### src/rtl/imem_arb_pkg.sv
// rtl/imem_arb_pkg.sv - shared types and sizing helpers for the instruction-fetch arbiter
package imem_arb_pkg;

  // Fetch sequencer states: arbitrate, strobe the memory, wait out its latency, write the IR.
  typedef enum logic [1:0] {
    IDLE  = 2'd0,
    ISSUE = 2'd1,
    WAIT  = 2'd2,
    WRITE = 2'd3
  } arb_state_t;

  localparam int DEFAULT_MEM_LAT = 2;

  // Latency counter width: must hold the value MEM_LAT itself.
  function automatic int lat_cnt_w(input int lat);
    return (lat < 1) ? 1 : $clog2(lat + 1);
  endfunction

endpackage

### src/rtl/imem_fetch_arbiter_rr_picker.sv
// rtl/imem_fetch_arbiter_rr_picker.sv - winner selection; IMEM_ARB_FIXED_PRIO_EN selects fixed priority
module rr_picker #(
  parameter int NUM_CORES = 4,
  parameter int IDX_W     = 2
) (
  input  logic [NUM_CORES-1:0] req,
  input  logic [IDX_W-1:0]     rr_ptr,
  output logic [IDX_W-1:0]     idx,
  output logic                 valid
);

`ifdef IMEM_ARB_FIXED_PRIO_EN
  // The pointer has no meaning when the lowest index always wins.
  logic unused_rr_ptr;
  assign unused_rr_ptr = ^rr_ptr;

  // Lowest-index asserted request wins.
  always_comb begin
    valid = 1'b0;
    idx   = '0;
    for (int k = 0; k < NUM_CORES; k++) begin
      if (!valid && req[k]) begin
        valid = 1'b1;
        idx   = IDX_W'(k);
      end
    end
  end
`else
  // First asserted request scanning upward from rr_ptr, wrapping at NUM_CORES.
  always_comb begin
    int c;
    valid = 1'b0;
    idx   = '0;
    c     = 0;
    for (int k = 0; k < NUM_CORES; k++) begin
      c = int'(rr_ptr) + k;
      if (c >= NUM_CORES) c = c - NUM_CORES;
      if (!valid && req[c[IDX_W-1:0]]) begin
        valid = 1'b1;
        idx   = c[IDX_W-1:0];
      end
    end
  end
`endif

endmodule

### src/rtl/imem_fetch_arbiter.sv
// rtl/imem_fetch_arbiter.sv - shares one instruction-memory read port among cores; IMEM_ARB_FIXED_PRIO_EN selects fixed priority
module imem_fetch_arbiter
  import imem_arb_pkg::*;
#(
  parameter int NUM_CORES = 4,
  parameter int ADDR_W    = 8,
  parameter int DATA_W    = 16,
  parameter int MEM_LAT   = DEFAULT_MEM_LAT
) (
  input  logic                        clk,
  input  logic                        rst,
  input  logic [NUM_CORES-1:0]        req,
  input  logic [NUM_CORES*ADDR_W-1:0] req_addr,
  output logic                        mem_rd,
  output logic [ADDR_W-1:0]           mem_addr,
  input  logic [DATA_W-1:0]           mem_data,
  output logic [NUM_CORES-1:0]        gnt,
  output logic [NUM_CORES-1:0]        ir_wr,
  output logic [DATA_W-1:0]           ir_data,
  output logic                        busy
);

  localparam int CNT_W = lat_cnt_w(MEM_LAT);
  localparam int IDX_W = (NUM_CORES > 1) ? $clog2(NUM_CORES) : 1;

  arb_state_t               state_q, state_d;
  logic [NUM_CORES-1:0]     gnt_q, gnt_d;
  logic [NUM_CORES-1:0]     ir_wr_q, ir_wr_d;
  logic                     mem_rd_q, mem_rd_d;
  logic [ADDR_W-1:0]        addr_q, addr_d;
  logic [DATA_W-1:0]        data_q, data_d;
  logic [CNT_W-1:0]         cnt_q, cnt_d;
  logic [IDX_W-1:0]         win_q, win_d;
  logic                     busy_q, busy_d;
  logic [IDX_W-1:0]         pick_idx;
  logic                     pick_valid;

`ifdef IMEM_ARB_FIXED_PRIO_EN
  rr_picker #(.NUM_CORES(NUM_CORES), .IDX_W(IDX_W)) u_picker (
    .req    (req),
    .rr_ptr ('0),
    .idx    (pick_idx),
    .valid  (pick_valid)
  );
`else
  logic [IDX_W-1:0]         rr_ptr_q, rr_ptr_d;

  rr_picker #(.NUM_CORES(NUM_CORES), .IDX_W(IDX_W)) u_picker (
    .req    (req),
    .rr_ptr (rr_ptr_q),
    .idx    (pick_idx),
    .valid  (pick_valid)
  );
`endif

  // Next-state and next-output values; every output is registered from these.
  always_comb begin
    state_d  = state_q;
    gnt_d    = gnt_q;
    ir_wr_d  = '0;
    mem_rd_d = 1'b0;
    addr_d   = addr_q;
    data_d   = data_q;
    cnt_d    = cnt_q;
    win_d    = win_q;
`ifndef IMEM_ARB_FIXED_PRIO_EN
    rr_ptr_d = rr_ptr_q;
`endif
    case (state_q)
      IDLE: begin
        // The address is latched here so later req_addr changes cannot disturb the fetch.
        if (pick_valid) begin
          win_d           = pick_idx;
          gnt_d           = '0;
          gnt_d[pick_idx] = 1'b1;
          mem_rd_d        = 1'b1;
          addr_d          = req_addr[int'(pick_idx)*ADDR_W +: ADDR_W];
          state_d         = ISSUE;
        end
      end
      ISSUE: begin
        cnt_d   = CNT_W'(MEM_LAT);
        state_d = WAIT;
      end
      WAIT: begin
        cnt_d = cnt_q - CNT_W'(1);
        if (cnt_q == CNT_W'(1)) begin
          data_d         = mem_data;
          ir_wr_d[win_q] = 1'b1;
          state_d        = WRITE;
        end
      end
      WRITE: begin
        gnt_d   = '0;
        state_d = IDLE;
`ifndef IMEM_ARB_FIXED_PRIO_EN
        if (win_q == IDX_W'(NUM_CORES - 1)) rr_ptr_d = '0;
        else                                rr_ptr_d = win_q + IDX_W'(1);
`endif
      end
      default: state_d = IDLE;
    endcase
    busy_d = (state_d != IDLE);
  end

  // State and output registers; reset abandons any fetch in flight.
  always_ff @(posedge clk) begin
    if (rst) begin
      state_q  <= IDLE;
      gnt_q    <= '0;
      ir_wr_q  <= '0;
      mem_rd_q <= 1'b0;
      addr_q   <= '0;
      data_q   <= '0;
      cnt_q    <= '0;
      win_q    <= '0;
      busy_q   <= 1'b0;
`ifndef IMEM_ARB_FIXED_PRIO_EN
      rr_ptr_q <= '0;
`endif
    end else begin
      state_q  <= state_d;
      gnt_q    <= gnt_d;
      ir_wr_q  <= ir_wr_d;
      mem_rd_q <= mem_rd_d;
      addr_q   <= addr_d;
      data_q   <= data_d;
      cnt_q    <= cnt_d;
      win_q    <= win_d;
      busy_q   <= busy_d;
`ifndef IMEM_ARB_FIXED_PRIO_EN
      rr_ptr_q <= rr_ptr_d;
`endif
    end
  end

  assign mem_rd   = mem_rd_q;
  assign mem_addr = addr_q;
  assign gnt      = gnt_q;
  assign ir_wr    = ir_wr_q;
  assign ir_data  = data_q;
  assign busy     = busy_q;

endmodule

### config.mk
export PLATFORM = sky130hd
export DESIGN_NAME = imem_fetch_arbiter
export DESIGN_NICKNAME = d
export VERILOG_FILES = /design/src/rtl/imem_arb_pkg.sv /design/src/rtl/imem_fetch_arbiter_rr_picker.sv /design/src/rtl/imem_fetch_arbiter.sv
export SDC_FILE = /design/constraint.sdc
export NUM_CORES = 1
export LEC_CHECK = 0
export CAP_MARGIN = 20
export CELL_PAD_IN_SITES_DETAIL_PLACEMENT = 1
export CELL_PAD_IN_SITES_GLOBAL_PLACEMENT = 1
export CORE_MARGIN = 2
export CORE_UTILIZATION = 32
export DETAILED_ROUTE_END_ITERATION = 12
export PLACE_DENSITY = 0.82
export SYNTH_ARGS = -nofsm -noshare
export SYNTH_HDL_FRONTEND = slang
export SYNTH_SLANG_ARGS = --single-unit
export TNS_END_PERCENT = 100
### constraint.sdc
create_clock -name clk -period 5 [get_ports clk]
set_clock_uncertainty 0.1 [all_clocks]
set_input_delay 1 -clock clk [delete_from_list [all_inputs] [get_ports clk]]
set_output_delay 1 -clock clk [all_outputs]
set_load 0.005 [all_outputs]
Word-level counts from Yosys, hierarchy flattened
Cells that the tools add are included.

Bits in registers: 42. Input port bits: 54. Output and inout port bits: 34. Logic and storage cells: 90.

Add/subtract/negate cells: 9. Order comparisons: 12. Equality and inequality tests: 6. Shifts and indexed selects: 1. Multiplexer cells: 32. Bitwise logic cells: 3. Reductions and logical operators: 17.

Operators by type and width (number): variable part select 32 x 6 -> 8 bit (1); 2-to-1 mux 2 bit (11); less-than comparator 2 x 3 -> 1 bit, second input constant (6); 2-to-1 mux 1 bit (11); subtractor 2 x 1 -> 2 bit, second input constant (5); greater-or-equal comparator 3 bit, second input constant (3); binary-select mux 1 bit (select 2 bit) (4); one-hot mux 2 bit (4 select lines) (1); one-hot mux 4 bit (2 select lines) (1); adder 2 x 2 -> 3 bit, second input constant (2); equality test 2 bit, second input constant (3); AND reduction 2 bit (3); nonzero test 2 bit (3); logical AND 1 bit (5); demux 1 bit (select 2 bit) (2); equality test 2 x 1 -> 1 bit, second input constant (2); greater-or-equal comparator 2 x 1 -> 1 bit, second input constant (2); 2-to-1 mux 4 bit (1); one-hot mux 2 bit (2 select lines) (1); adder 2 x 1 -> 3 bit, second input constant (1); greater-or-equal comparator 2 x 3 -> 1 bit, second input constant (1); zero test 1 bit (3); NOT 1 bit (3); OR reduction 3 bit (1); 4 further kinds (4).

Logic depth before layout (Yosys ltp)
Gate-level depths: netlist of the first run.

Depth after elaboration: 20. Gate-level depth with buffers: 8. Mapped depth without buffers: 7.

Hierarchy
A second synthesis of the first run with hierarchy kept.

Cells, all modules: 207. Area total of the unflattened synthesis: 1875.5 um^2.

Modules (own cells, without submodules): imem_fetch_arbiter (times used 1, cells an instance 192, area an instance 1798.0 um^2, seq. area each 840.8 um^2); rr_picker (times used 1, cells an instance 15, area an instance 77.6 um^2, seq. area each 0.0 um^2).

Least setup slack after synthesis of the first run
No wires, ideal clock.

Kind: input port to flip-flop. From: in req[2]. To: reg win_q[0]. Setup time: 0.128 ns. Arrival: 1.920 ns. Required time: 4.772 ns. Path slack: 2.852 ns. Stages on the path: 5. Buffers on the path: 1. Cell sequence: nor4_2 > nand2b_1 > buf_4 > mux2i_1 > nor2_1.

Cells in the longest elaborated chain, start to end: 13. Elaborated cells between the ends (all ways): 23. Those cells by class: mux: 16; reduce/logical: 7.

RTL lines: start, declared (RTL line imem_fetch_arbiter.sv:12) `input logic [NUM_CORES-1:0] req,`; binary-select mux 1 bit (select 2 bit) (RTL line imem_fetch_arbiter_rr_picker.sv:38) `if (!valid && req[c[IDX_W-1:0]]) begin`; 2-to-1 mux 1 bit (implied by the code) (RTL line imem_fetch_arbiter_rr_picker.sv:38); 2-to-1 mux 1 bit (RTL line imem_fetch_arbiter_rr_picker.sv:38); zero test 1 bit (RTL line imem_fetch_arbiter_rr_picker.sv:38); logical AND 1 bit (RTL line imem_fetch_arbiter_rr_picker.sv:38); 2-to-1 mux 1 bit (RTL line imem_fetch_arbiter_rr_picker.sv:38); zero test 1 bit (RTL line imem_fetch_arbiter_rr_picker.sv:38); logical AND 1 bit (RTL line imem_fetch_arbiter_rr_picker.sv:38); 2-to-1 mux 1 bit (RTL line imem_fetch_arbiter_rr_picker.sv:38); zero test 1 bit (RTL line imem_fetch_arbiter_rr_picker.sv:38); logical AND 1 bit (RTL line imem_fetch_arbiter_rr_picker.sv:38); 2-to-1 mux 1 bit (RTL line imem_fetch_arbiter_rr_picker.sv:38); AND reduction 2 bit (no line); end signal, assigned (RTL line imem_fetch_arbiter.sv:129) `win_q <= win_d;`; end, declared (RTL line imem_fetch_arbiter.sv:33) `logic [IDX_W-1:0] win_q, win_d;`.

Several ways; a longest one is shown, not always the timed one. The select of a mux whose other input is x is not followed. A chain may end at the register's enable or synchronous reset.

Final worst setup path of the first run
From: in req[2]. To: reg addr_q[4], in the netlist mem_addr[4].

Cells in the longest elaborated chain, start to end: 13. Elaborated cells between the ends (all ways): 24. Those cells by class: shift: 1; mux: 16; reduce/logical: 7.

RTL lines: binary-select mux 1 bit (select 2 bit) (RTL line imem_fetch_arbiter_rr_picker.sv:38); 2-to-1 mux 1 bit (implied by the code) (RTL line imem_fetch_arbiter_rr_picker.sv:38); 2-to-1 mux 1 bit (RTL line imem_fetch_arbiter_rr_picker.sv:38); zero test 1 bit (RTL line imem_fetch_arbiter_rr_picker.sv:38); logical AND 1 bit (RTL line imem_fetch_arbiter_rr_picker.sv:38); 2-to-1 mux 1 bit (RTL line imem_fetch_arbiter_rr_picker.sv:38); zero test 1 bit (RTL line imem_fetch_arbiter_rr_picker.sv:38); logical AND 1 bit (RTL line imem_fetch_arbiter_rr_picker.sv:38); 2-to-1 mux 1 bit (RTL line imem_fetch_arbiter_rr_picker.sv:38); zero test 1 bit (RTL line imem_fetch_arbiter_rr_picker.sv:38); logical AND 1 bit (RTL line imem_fetch_arbiter_rr_picker.sv:38); 2-to-1 mux 2 bit or 2-to-1 mux 1 bit (tied branches) (RTL line imem_fetch_arbiter_rr_picker.sv:38); variable part select 32 x 6 -> 8 bit or AND reduction 2 bit (tied branches); end signal, assigned (RTL line imem_fetch_arbiter.sv:126) `addr_q <= addr_d;`; end, declared (RTL line imem_fetch_arbiter.sv:30) `logic [ADDR_W-1:0] addr_q, addr_d;`.

Several ways; a longest one is shown, not always the timed one. The select of a mux whose other input is x is not followed.

==> results, run 1 <==
- The flow ran to the end, and the final reports show no timing, DRC or antenna violations.
- The first-pass iteration count of the detailed router is 4.
- In the routed layout, each cell is associated on average with a via count of 4.88.
- After synthesis, the netlist uses 33 different library cells.
- By area, the combinational part of the netlist is dominated by simple AND/OR/NAND/NOR gates.
- The longest clock path from root to sink contains 2 buffers.
- The capture instance of the worst register-to-register path is mem_addr[4]$_SDFFE_PP0P_.
- The number of nets handed over by synthesis was 277.
- The cts-stage hold buffer count is 0.
- The number of warnings printed during yosys synthesis is 0.
- The hold-critical path depth is 2.
- The number of instances in the synthesized netlist is 214.
- The global-route wire length before repair is 8480 um.
- The met3 track utilization from global routing is 7.25%.
- For the worst setup path, the data arrival time is 2.98 ns.
- For this run, the post-layout net count is 360.
- Setup slack on the worst reg-to-reg path comes out at 2.95 ns.
- The post-route total power is 1.02 mW.
- In the final routed layout, each cell accounts on average for 14.2 um.
- Leaving out fill and tap cells, the most frequent cells in the layout are clkdlybuf4s50_1 (87), dfxtp_1 (42), nand2_1 (37).
- The final-report setup violation count is 0.
- Pin placement for this block handled 88 I/O pins.
- The path type of the worst setup path is in -> reg.
- The area growth from synthesis to final layout is 51.8%.
- The total of buffers placed on input and output ports is 87.
- The nature of the critical path endpoint is a flip-flop.
- The highest achievable clock rate is 343 MHz.
- The multiplexer fraction of the synthesized cell area is 9.86%.
- The cell sitting at the root of the clock tree is a clkbuf_8.
- The startpoint of the most critical setup path is req[2].
- In this run the most critical hold path is launched from ir_data[7]$_SDFFE_PP0P_.
- The area fraction in compound gates after synthesis is 15.2%.
- The later pin in the worst-skew pair is clocked with a latency of 0.29 ns.
- The via count of the first global-routing pass is 1909.
- Data on the critical path is required at its endpoint by 5.07 ns.
- Walking the worst path, the cells encountered are clkdlybuf4s50_1, nor4_2, nand2b_1, nor2_1, nand2_2, o221ai_1.
- The post-CTS setup buffer count is 0.
- Sorting the synthesized cells by area gives the leading types as dfxtp_1 (44%), mux2i_1 (9.9%), nand2_1 (7.2%).
- The global routing's busiest layer is met2.
- The worst-case IR drop observed on VDD is 0.153 mV.
- The post-synthesis share of cell area spent on full adders, half adders and majority gates is 5.84%.
- The H-tree generated during clock tree synthesis spans 2 levels.
- Entering global routing, the biggest net connects 24 pins.
- Of the total synthesized cell area, the portion taken by XOR and XNOR cells is 0%.
- The area of the multi-input gates is 993 sq um.
- TritonCTS built the clock tree.
- The congestion estimate from routability-driven global placement came to 0.774.
- The total CTS buffers is 5.
- The count of pins over their slew limit is 0.
- The reg-to-reg critical path startpoint is state_q[0]$_SDFF_PP0_.
- After clock tree synthesis, the repair step resized 0 gates.
- After clock tree synthesis, the clock-pin slew on the worst setup and hold paths is 0.08 ns.
- In the finished design, the share of the clock period the worst path needs comes to 58.3%.
- The leakage component of the power is 1.04 nW.
- The area used by sequential logic in the layout is 841 sq um.
- The filler cells instantiated in the layout total 694.
- In the global route stage, met1 resource usage came out at 17.7%.
- For this design, the sink count on the clock tree is 42.
- The mapped netlist covers 0.00193 sq mm.
- Dividing total power by cell area gives a power density of 349 mW/mm^2.
- Detailed placement ended at an HPWL of 4080 um.
- The final count of hold timing violations was 0.
- The horizontal extent of the die is 81.6 um.
- The delay of the slowest critical-path stage is 0.51 ns.
- Leaving out fill and tap cells, the most frequent cell in the layout is clkdlybuf4s50_1.
- The path type of the worst min-delay path is reg -> reg.
- The number of antenna violations at the first check in global routing is 0.
- The placement row count is 28.
- Of the total synthesized cell area, the portion taken by AND, OR, NAND and NOR gates is 20.6%.
- The overall fraction of global-route tracks in use is 16.7%.
- The post-detailed-route count of antenna-violating nets is 0.
- For the pin with the worst max-slew slack, the measured transition is 0.718 ns.
- The die height is 81.6 um.
- Cells with a size suffix above 1 make up 6.06% of the layout.
- The fraction of post-synthesis cell area in the top cell type by area is 43.6%.
- The average cell area after synthesis is 9.01 sq um.
- Global routing consumed, on the met2 layer, 30.1% of the routing resources.
- The cell depth of the worst flop-to-flop path is 6.
- The headroom to the max-slew limit is 52.0%.
- The residual overflow from global routing is 0.
- The placeable core region is 0.00589 sq mm.
- The path with the worst hold slack has its endpoint at ir_data[7]$_SDFFE_PP0P_.
- Among all stages on the critical path, the largest delay is contributed by clkdlybuf4s50_1.
- The sort of element at the start of the critical path is an input pin.
- The overall die area is 0.00666 sq mm.
- The max-capacitance violation count is 0.
- For this configuration, the core starts out at a cell density of 32.8%.
- For this block, the initial DRC count from the detailed router was 38.
- The routed layout has 1816 vias.
- The minimum clock period is 2.92 ns.
- Setup repair after global routing left no endpoint under its margin.
- For this block, the routed nets add up to 5290 um of wire.
- Of all nets on the critical path, the largest fanout is 12.
- The sequential share of the synthesized area is 43.6%.
- The number of remaining DRC errors is 0.
- The repair_antennas step left the layout with diodes totalling 0.
- The number of synthesized register bits is 42.
- The final setup TNS is 0 ns.
- The biggest area contributor in the post-synthesis netlist is dfxtp_1.
layout make-up:
cell class,count,area share [%]
flip-flops and latches,42,28.7
inverters,9,1.15
well taps,75,3.21
clock inverters,1,0.256
multi-input cells,150,33.9
clock buffers,6,2.48
repair buffers,89,30.3
power breakdown:
part           leakage [nW]  switching (mW)  total, mW  internal (mW)
Clock                0.0373           0.112      0.208         0.0958
Combinational         0.663           0.188      0.389          0.201
Sequential            0.342          0.0352      0.426          0.391
Total                  1.04           0.335       1.02          0.687
routing by layer:
layer	vias to the layer above	part of all wire, %
met4	0	0.85
met3	5	8.9
li1	907	-
met5	-	0
met2	68	49
met1	836	41
metrics by stage:
step                      util (%)  worst slack [ns]  instance area [sq um]  hold WS [ns]  std cells
after floorplan                  -              2.85                   1930         0.349        214
after global placement        48.4              1.84                   2850         0.339        365
after detailed placement      48.4              1.76                   2850         0.350        365
after CTS                     49.7              2.09                   2930         0.360        372
after global routing          49.7              1.95                   2930         0.374        372
final                         49.7              2.08                   2930         0.357        372
logic make-up after synthesis:
group / Yosys count
AOI/OAI and AO/OA: 44
adders and majority gates: 9
buffers and inverters: 22
DFF: 42
muxes: 19
and+or+nand+nor: 78
registers in the layout, summed over array words and instances (netlist names), 2 cells and up:
name      flops
ir_data      16
gnt           4
state_q       2
ir_wr         4
win_q         2
rr_ptr_q      2
cnt_q         2
mem_addr      8
critical path: cells and delay by family:
family                 cells  cell delay [ns]
buffers and inverters      1             0.51
and+or+nand+nor            4             1.32
AOI/OAI and AO/OA          1             0.15
worst max path at each step:
| stage | endpoint | slack (ns) | cells past startpoint |
|---|---|---|---|
| 6_report | mem_addr[4]$_SDFFE_PP0P_ | 2.08 | 6 |
| 5_1_grt | mem_addr[3]$_SDFFE_PP0P_ | 1.95 | 6 |
| 3_5_place_dp | mem_addr[3]$_SDFFE_PP0P_ | 1.76 | 6 |
| 3_3_place_gp | mem_addr[2]$_SDFFE_PP0P_ | 1.84 | 6 |
| 2_1_floorplan | win_q[0]$_SDFFE_PP0P_ | 2.85 | 5 |
| 4_1_cts | mem_addr[3]$_SDFFE_PP0P_ | 2.09 | 6 |
cells in the mapped netlist:
cell	instances
nand2b_4	1
nand2_2	2
nor3_1	2
nand2b_1	6
nor4_2	1
a31oi_1	2
a22o_1	1
nand2_1	37
dfxtp_1	42
o21ai_0	1
a21oi_1	22
clkbuf_1	10
nor2_1	11
o21ai_1	1
o31ai_1	1
a211o_2	1
a32o_2	1
or2_2	1
ha_1	9
nor3b_1	5
or4_1	1
o22ai_1	1
and2_1	1
a21oi_2	2
mux2i_1	19
o221ai_1	8
a22oi_1	1
nor2b_1	1
inv_1	9
nand3b_1	9
buf_4	3
o32ai_1	1
a211oi_2	1
Note: power is estimated with default switching activity, not from simulation.
==> inputs of run 2 (changes only) <==
- CORE_UTILIZATION: 32 -> 27
- PLACE_DENSITY: 0.82 -> 0.74
- clock period: 5 -> 2.65 ns (I/O delays scaled with it)
==> run 2 against run 1 <==
  * Register-to-register slack got worse by 2.1 ns
  * Count of clock-buffer cells in the layout did not move
  * Non-clock buffer count rose by 3
  * Clock power rose by 110%
  * Sequential power rose by 88%
  * Global-route usage fell by 2.9 points
  * Core utilization fell by 5.8 points
  * Final cell count rose by 6.7%
==> results, run 2 (synthesized netlist as in run 1, its figures left out) <==
- The most frequent standard cell in the layout excluding fill and tap cells is clkdlybuf4s50_1.
- At the worst endpoint, the arrival time is 2.17 ns.
- TritonCTS built the clock tree.
- The die height is 88.5 um.
- The placer's final routability congestion estimate is 0.735.
- The number of H-tree levels is 2.
- The total of buffers placed on input and output ports is 87.
- The startpoint of the most critical setup path is req[3].
- The cell at the root of the clock tree is clkbuf_8.
- The flow ran to the end, and the final reports show no timing, DRC or antenna violations.
- The overall die area is 0.00783 sq mm.
- Prior to clock tree synthesis, the placed netlist has a worst setup slack of 0.253 ns.
- Setup violations remaining at the end of the flow were counted as 0.
- VDD sags by at most 0.247 mV.
- At the pin with the least slew margin, the transition time is 0.681 ns.
- The flip-flop count of the largest register, all copies and words added is 16.
- The longest clock path from root to sink contains 2 buffers.
- The headroom to the max-slew limit is 54.5%.
- The smallest clock period supported by the final layout is computed as 2.05 ns.
- The power density over the cells is 658 mW/mm^2.
- Setup repair after global routing left no endpoint under its margin.
- The final worst-path cycle share is 77.3%.
- The worst hold margin is 0.357 ns.
- Derived from the worst setup path, the maximum achievable clock frequency is 488 MHz.
- The setup path with the least slack is of type in -> reg.
- Leaving out filler cells and counting taps, the final layout contains 397.
- The least setup slack across all paths after layout is 0.602 ns.
- Compared with the post-synthesis result, the final layout area differs by 56.5%.
- Of the total power, the share spent switching nets is 32.3%.
- Counting every sink on the clock net gives 42.
- After clock tree synthesis, the clock-pin slew on the worst setup and hold paths is 0.08 ns.
- The nature of the critical path endpoint is a flip-flop.
- The reg-to-reg critical path startpoint is state_q[0]$_SDFF_PP0_.
- The highest fanout seen on the critical path is 8.
- Before antenna repair, the detailed router went through 4 iterations.
- The final instance area is 0.00302 sq mm.
- The number of gates resized after CTS was 0.
- The worst hold path startpoint is ir_data[5]$_SDFFE_PP0P_.
- The worst endpoint required time is 2.77 ns.
- The cts-stage hold buffer count is 0.
- Of the total power, the clock network draws 21.9%.
- The final count of hold timing violations is 0.
- The post-route netlist has 7.64% of its cells at a drive strength greater than 1.
- The number of nets in the layout is 363.
- Combinational logic burns 37.8% of the power.
- The switching power is 0.642 mW.
- The number of antenna violations at the first check in global routing is 0.
- The routed wire length is 5240 um.
- For the worst-skew pair, the clock arrives at the later sink with an insertion delay of 0.30 ns.
- In this run the remaining antenna-violating nets after routing total 0.
- The first global-routing pass estimated 8370 um of wire.
- The pin count of the biggest net entering global routing is 34.
- The wire-length estimate of the detail-placed layout is 4030 um.
- Per report_power, the sequential group accounts for 40.3% of the total.
- The count of pins over their slew limit was 0.
- The wire length per cell is 13.2 um.
- Once placement finished, the instance area stood at 0.00292 sq mm.
- STA classifies the critical path startpoint as an input pin.
- The number of DRC markers after the initial detailed-route iteration is 34.
- In the routed layout, each cell is associated on average with a via count of 4.55.
- The library cells used most frequently in the layout, excluding fill and tap cells, are clkdlybuf4s50_1 (87), dfxtp_1 (42), nand2_1 (37).
- The total CTS buffers is 5.
- Row generation in the floorplan step produced 30 rows.
- The number of antenna diodes in the final layout is 0.
- The floorplan step set the die width to 88.5 um.
- The effective utilization at floorplan is 28.1%.
- The number of remaining DRC errors is 0.
- The number of setup buffers added after CTS is 0.
- The residual overflow from global routing is 0.
- Once placement completed, the tool counted placed cells totaling 389.
- The via count of the first global-routing pass is 1840.
- The filler cells instantiated in the layout total 790.
- In this run the static leakage power is 1.08 nW.
- Across the run, the number of max-cap violations was 0.
- In this run the worst hold path is classified as reg -> reg.
- The via count is 1807.
- In the global route stage, overall resource usage came out at 13.9%.
- After floorplanning, the core was sized to cover 0.00687 sq mm.
- During I/O placement, the number of pins put on the boundary was 88.
- The internal power of the cells is 1.34 mW.
- The final setup TNS is 0 ns.
## run 2: changes by cell type in the layout (fill, tap and decap cells not counted), sizes merged
cell,before,now
clkinv,0,1
buf,2,5
## run 2: metrics by stage
step / util (%) / power (mW)
after floorplan: - / 1.22
after global placement: 42.5 / 1.55
after detailed placement: 42.5 / 1.57
after CTS: 43.9 / 2.02
after global routing: 43.9 / 2.13
final: 43.9 / 1.99
## run 2: worst paths after layout
path | end | slack (ns) | cells past startpoint
setup / recovery | mem_addr[7]$_SDFFE_PP0P_ | 0.60 | 6
hold / removal | ir_data[5]$_SDFFE_PP0P_ | 0.36 | 2
setup reg to reg | mem_addr[7]$_SDFFE_PP0P_ | 0.81 | 6
hold reg to reg | ir_data[5]$_SDFFE_PP0P_ | 0.36 | 2
## run 2: critical path, cell delays in order
cell,delay (ns)
clkdlybuf4s50_1,0.51
inv_1,0.09
a22o_1,0.21
a211oi_2,0.40
nand2_2,0.19
o221ai_1,0.24
## run 2: per-layer routing
layer / global-route usage, % / vias to the layer above / wire, um
met2: 23.3 / 66 / 2470
met4: 4.13 / 0 / 65
li1: - / 912 / -
met1: 15.7 / 822 / 2240
met5: 0 / - / 0
met3: 6.53 / 7 / 475
## run 2: power by group through the flow
stage | logic (mW) | registers (mW) | clock network [mW]
4_1_cts | 0.762 | 0.803 | 0.452
5_1_grt | 0.840 | 0.818 | 0.477
6_report | 0.750 | 0.801 | 0.435
3_5_place_dp | 0.753 | 0.816 | 0
2_1_floorplan | 0.414 | 0.810 | 0
3_3_place_gp | 0.737 | 0.813 | 0
## run 2: cell type report
cell class / count / area (sq um) / share of cell area (%)
well taps: 96 / 120 / 3.98
flip-flops and latches: 42 / 841 / 27.9
multi-input cells: 150 / 993 / 32.9
clock buffers: 6 / 82.6 / 2.74
clock inverters: 2 / 12.5 / 0.415
repair buffers: 92 / 933 / 30.9
inverters: 9 / 33.8 / 1.12
==> inputs of run 3 (changes only) <==
- CORE_UTILIZATION: 27 -> 29
- PLACE_DENSITY: 0.74 -> 0.75
- clock period: 2.65 -> 2.15 ns (I/O delays scaled with it)
==> run 3 against run 2 <==
  * Register-to-register slack lost 0.51 ns
  * Critical path depth grew 1
  * Combinational power grew 28%
  * Power grew 37%
  * Sequential share of layout area shrank 0.58 points
  * Largest cell class unchanged
  * Final cell count shrank 3.0%
  * Via count grew 1.9%
  * Non-clock buffer count grew 7
  * Design area grew 2.1%
  * Routed wire length shrank 0.72%
==> results, run 3 (synthesized netlist as in run 1, its figures left out) <==
- The number of remaining DRC errors is 0.
- The maximum clock insertion buffer count is 2.
- The post-CTS setup buffer count is 0.
- In the layout the commonest cells are clkdlybuf4s50_1 (87), dfxtp_1 (42), nand2_1 (37).
- The worst register-to-register path ends at mem_addr[5]$_SDFFE_PP0P_.
- The highest fanout seen on the critical path is 18.
- The number of antenna violations at the first check in global routing is 0.
- After detailed routing, the total wire length is 5210 um.
- The layout cell share with drive strength beyond 1 is 9.74%.
- The number of placed cells counting well taps is 377.
- The minimum clock period is 1.92 ns.
- The total of buffers placed on input and output ports is 87.
- 88 I/O pins were placed.
- The largest voltage drop on the vdd net is 0.432 mV.
- The floorplan step set the die width to 85.5 um.
- STA classifies the critical path endpoint as a flip-flop.
- Measured along the y axis, the die boundary spans 85.5 um.
- The final worst-path cycle share is 89.1%.
- The leakage component of the power is 1.13 nW.
- The transition time of the tightest slew-check pin is 0.367 ns.
- The placer's final routability congestion estimate is 0.732.
- The endpoint with the worst hold slack is ir_data[11]$_SDFFE_PP0P_.
- Data arrives at the worst endpoint at 1.98 ns.
- The overall die area is 0.00732 sq mm.
- The area growth from synthesis to final layout is 59.8%.
- The final count of hold timing violations is 0.
- Once routing completed, OpenROAD measured the worst setup slack at 0.235 ns.
- In this run, post-CTS hold repair placed 0 buffers.
- For this block, the initial DRC count from the detailed router was 30.
- 0 antenna diodes ended up in the layout.
- For this configuration, the core starts out at a cell density of 30.2%.
- The highest achievable clock rate is 522 MHz.
- The run finished with clean final reports.
- The hold-critical path depth is 2.
- The sort of element at the start of the critical path is an input pin.
- The residual overflow from global routing is 0.
- The reg-to-reg critical path startpoint is state_q[0]$_SDFF_PP0_.
- The initialized floorplan defines 29 standard-cell rows.
- After clock tree synthesis, the repair step resized 0 gates.
- The later pin in the worst-skew pair is clocked with a latency of 0.30 ns.
- In this run the tightest slew margin relative to its limit is 75.5%.
- The TritonCTS clock tree is built.
- STA puts the critical path data required time at 2.22 ns.
- Leaving out fill and tap cells, the most frequent cell in the layout is clkdlybuf4s50_1.
- Across the run, the number of max-cap violations was 0.
- Clock tree synthesis found a total of 42 sinks.
- The filler cells instantiated in the layout total 753.
- Detailed placement ended at an HPWL of 3960 um.
- The worst hold path begins at ir_data[11]$_SDFFE_PP0P_.
- The via density per instance is 4.78.
- The flip-flop count of the largest register, all copies and words added is 16.
- The final route contains 1841 vias.
- Before CTS, the worst setup slack after placement is -0.0843 ns.
- Total power for the finished layout comes to 2.72 mW.
- After floorplanning, the core was sized to cover 0.00639 sq mm.
- Entering global routing, the biggest net connects 26 pins.
- The first detailed-routing pass ran for 4 iterations.
- The final cell count without fillers is 385.
- The number of nets in the layout is 370.
- The overall fraction of global-route tracks in use is 14.6%.
- For the worst flop-to-flop path, the logic depth is 6.
- Clock-pin slew was measured on the worst setup and hold paths at 0.07 ns.
- Setup repair after global routing left no endpoint under its margin.
- Setup violations remaining at the end of the flow were counted as 0.
- Setup slack on the worst reg-to-reg path comes out at 0.30 ns.
- Setup total negative slack on the finished layout was measured at 0 ns.
- The global-route wire length before repair is 8580 um.
- The path type of the worst setup path is in -> reg.
- In the final routed layout, each cell accounts on average for 13.5 um.
- The detail route stage leaves a number of antenna-violating nets equal to 0.
- The cell at the root of the clock tree is clkbuf_8.
- The count of pins over their slew limit came to 0.
- The via count of the first global-routing pass was 1868.
- The path type of the worst min-delay path is reg -> reg.
- The power density over the cells is 884 mW/mm^2.
- The number of H-tree levels is 2.
- Counting the buffers created by CTS gives 5.
- Final hold analysis gives a worst-case slack of 0.356 ns.
[run 3: power breakdown]
part           total (mW)  internal [mW]  switching (mW)
clock network       0.771          0.495           0.276
registers           0.995          0.908          0.0870
logic               0.958          0.518           0.440
total                2.72           1.92           0.803
[run 3: cell type report]
cell class                      count  area [sq um]  share of cell area (%)
Multi-Input combinational cell    150           993                    32.3
Tap cell                           77          96.3                    3.13
Clock buffer                        6          82.6                    2.68
Inverter                            9          33.8                    1.10
Sequential cell                    42           841                    27.3
Clock inverter                      2          60.1                    1.95
Timing Repair Buffer               99           973                    31.6
[run 3: routing by layer]
layer  up-vias  part of all wire [%]  GRT usage [%]
li1        924                     -              -
met1       844                    45           17.6
met2        66                    47           24.4
met3         7                   7.3           4.33
met4         0                   1.5           5.63
met5         -                     0              0
[run 3: worst max-delay path: stages]
cell             delay (ns)
clkdlybuf4s50_1        0.47
a21oi_1                0.17
o21ai_1                0.09
a21oi_2                0.25
buf_12                 0.21
mux2i_1                0.23
o221ai_1               0.13
[run 3: through the flow]
| step | util [%] | cell area, sq um |
|---|---|---|
| floorplan | - | 1930 |
| global placement | 46.0 | 2940 |
| detailed placement | 46.0 | 2940 |
| CTS | 48.2 | 3080 |
| global route | 48.2 | 3080 |
| finish | 48.2 | 3080 |
[run 3: worst max-delay path by stage]
stage / start / end / slack, ns / cells past startpoint
floorplan: state_q[0]$_SDFF_PP0_ / ir_data[10]$_SDFFE_PP0P_ / 0.57 / 7
detailed placement: req[0] / mem_addr[5]$_SDFFE_PP0P_ / -0.08 / 7
CTS: req[0] / mem_addr[3]$_SDFFE_PP0P_ / 0.24 / 7
global placement: req[0] / mem_addr[0]$_SDFFE_PP0P_ / -0.04 / 7
global route: state_q[0]$_SDFF_PP0_ / mem_addr[2]$_SDFFE_PP0P_ / 0.08 / 6
finish: req[0] / mem_addr[0]$_SDFFE_PP0P_ / 0.23 / 7
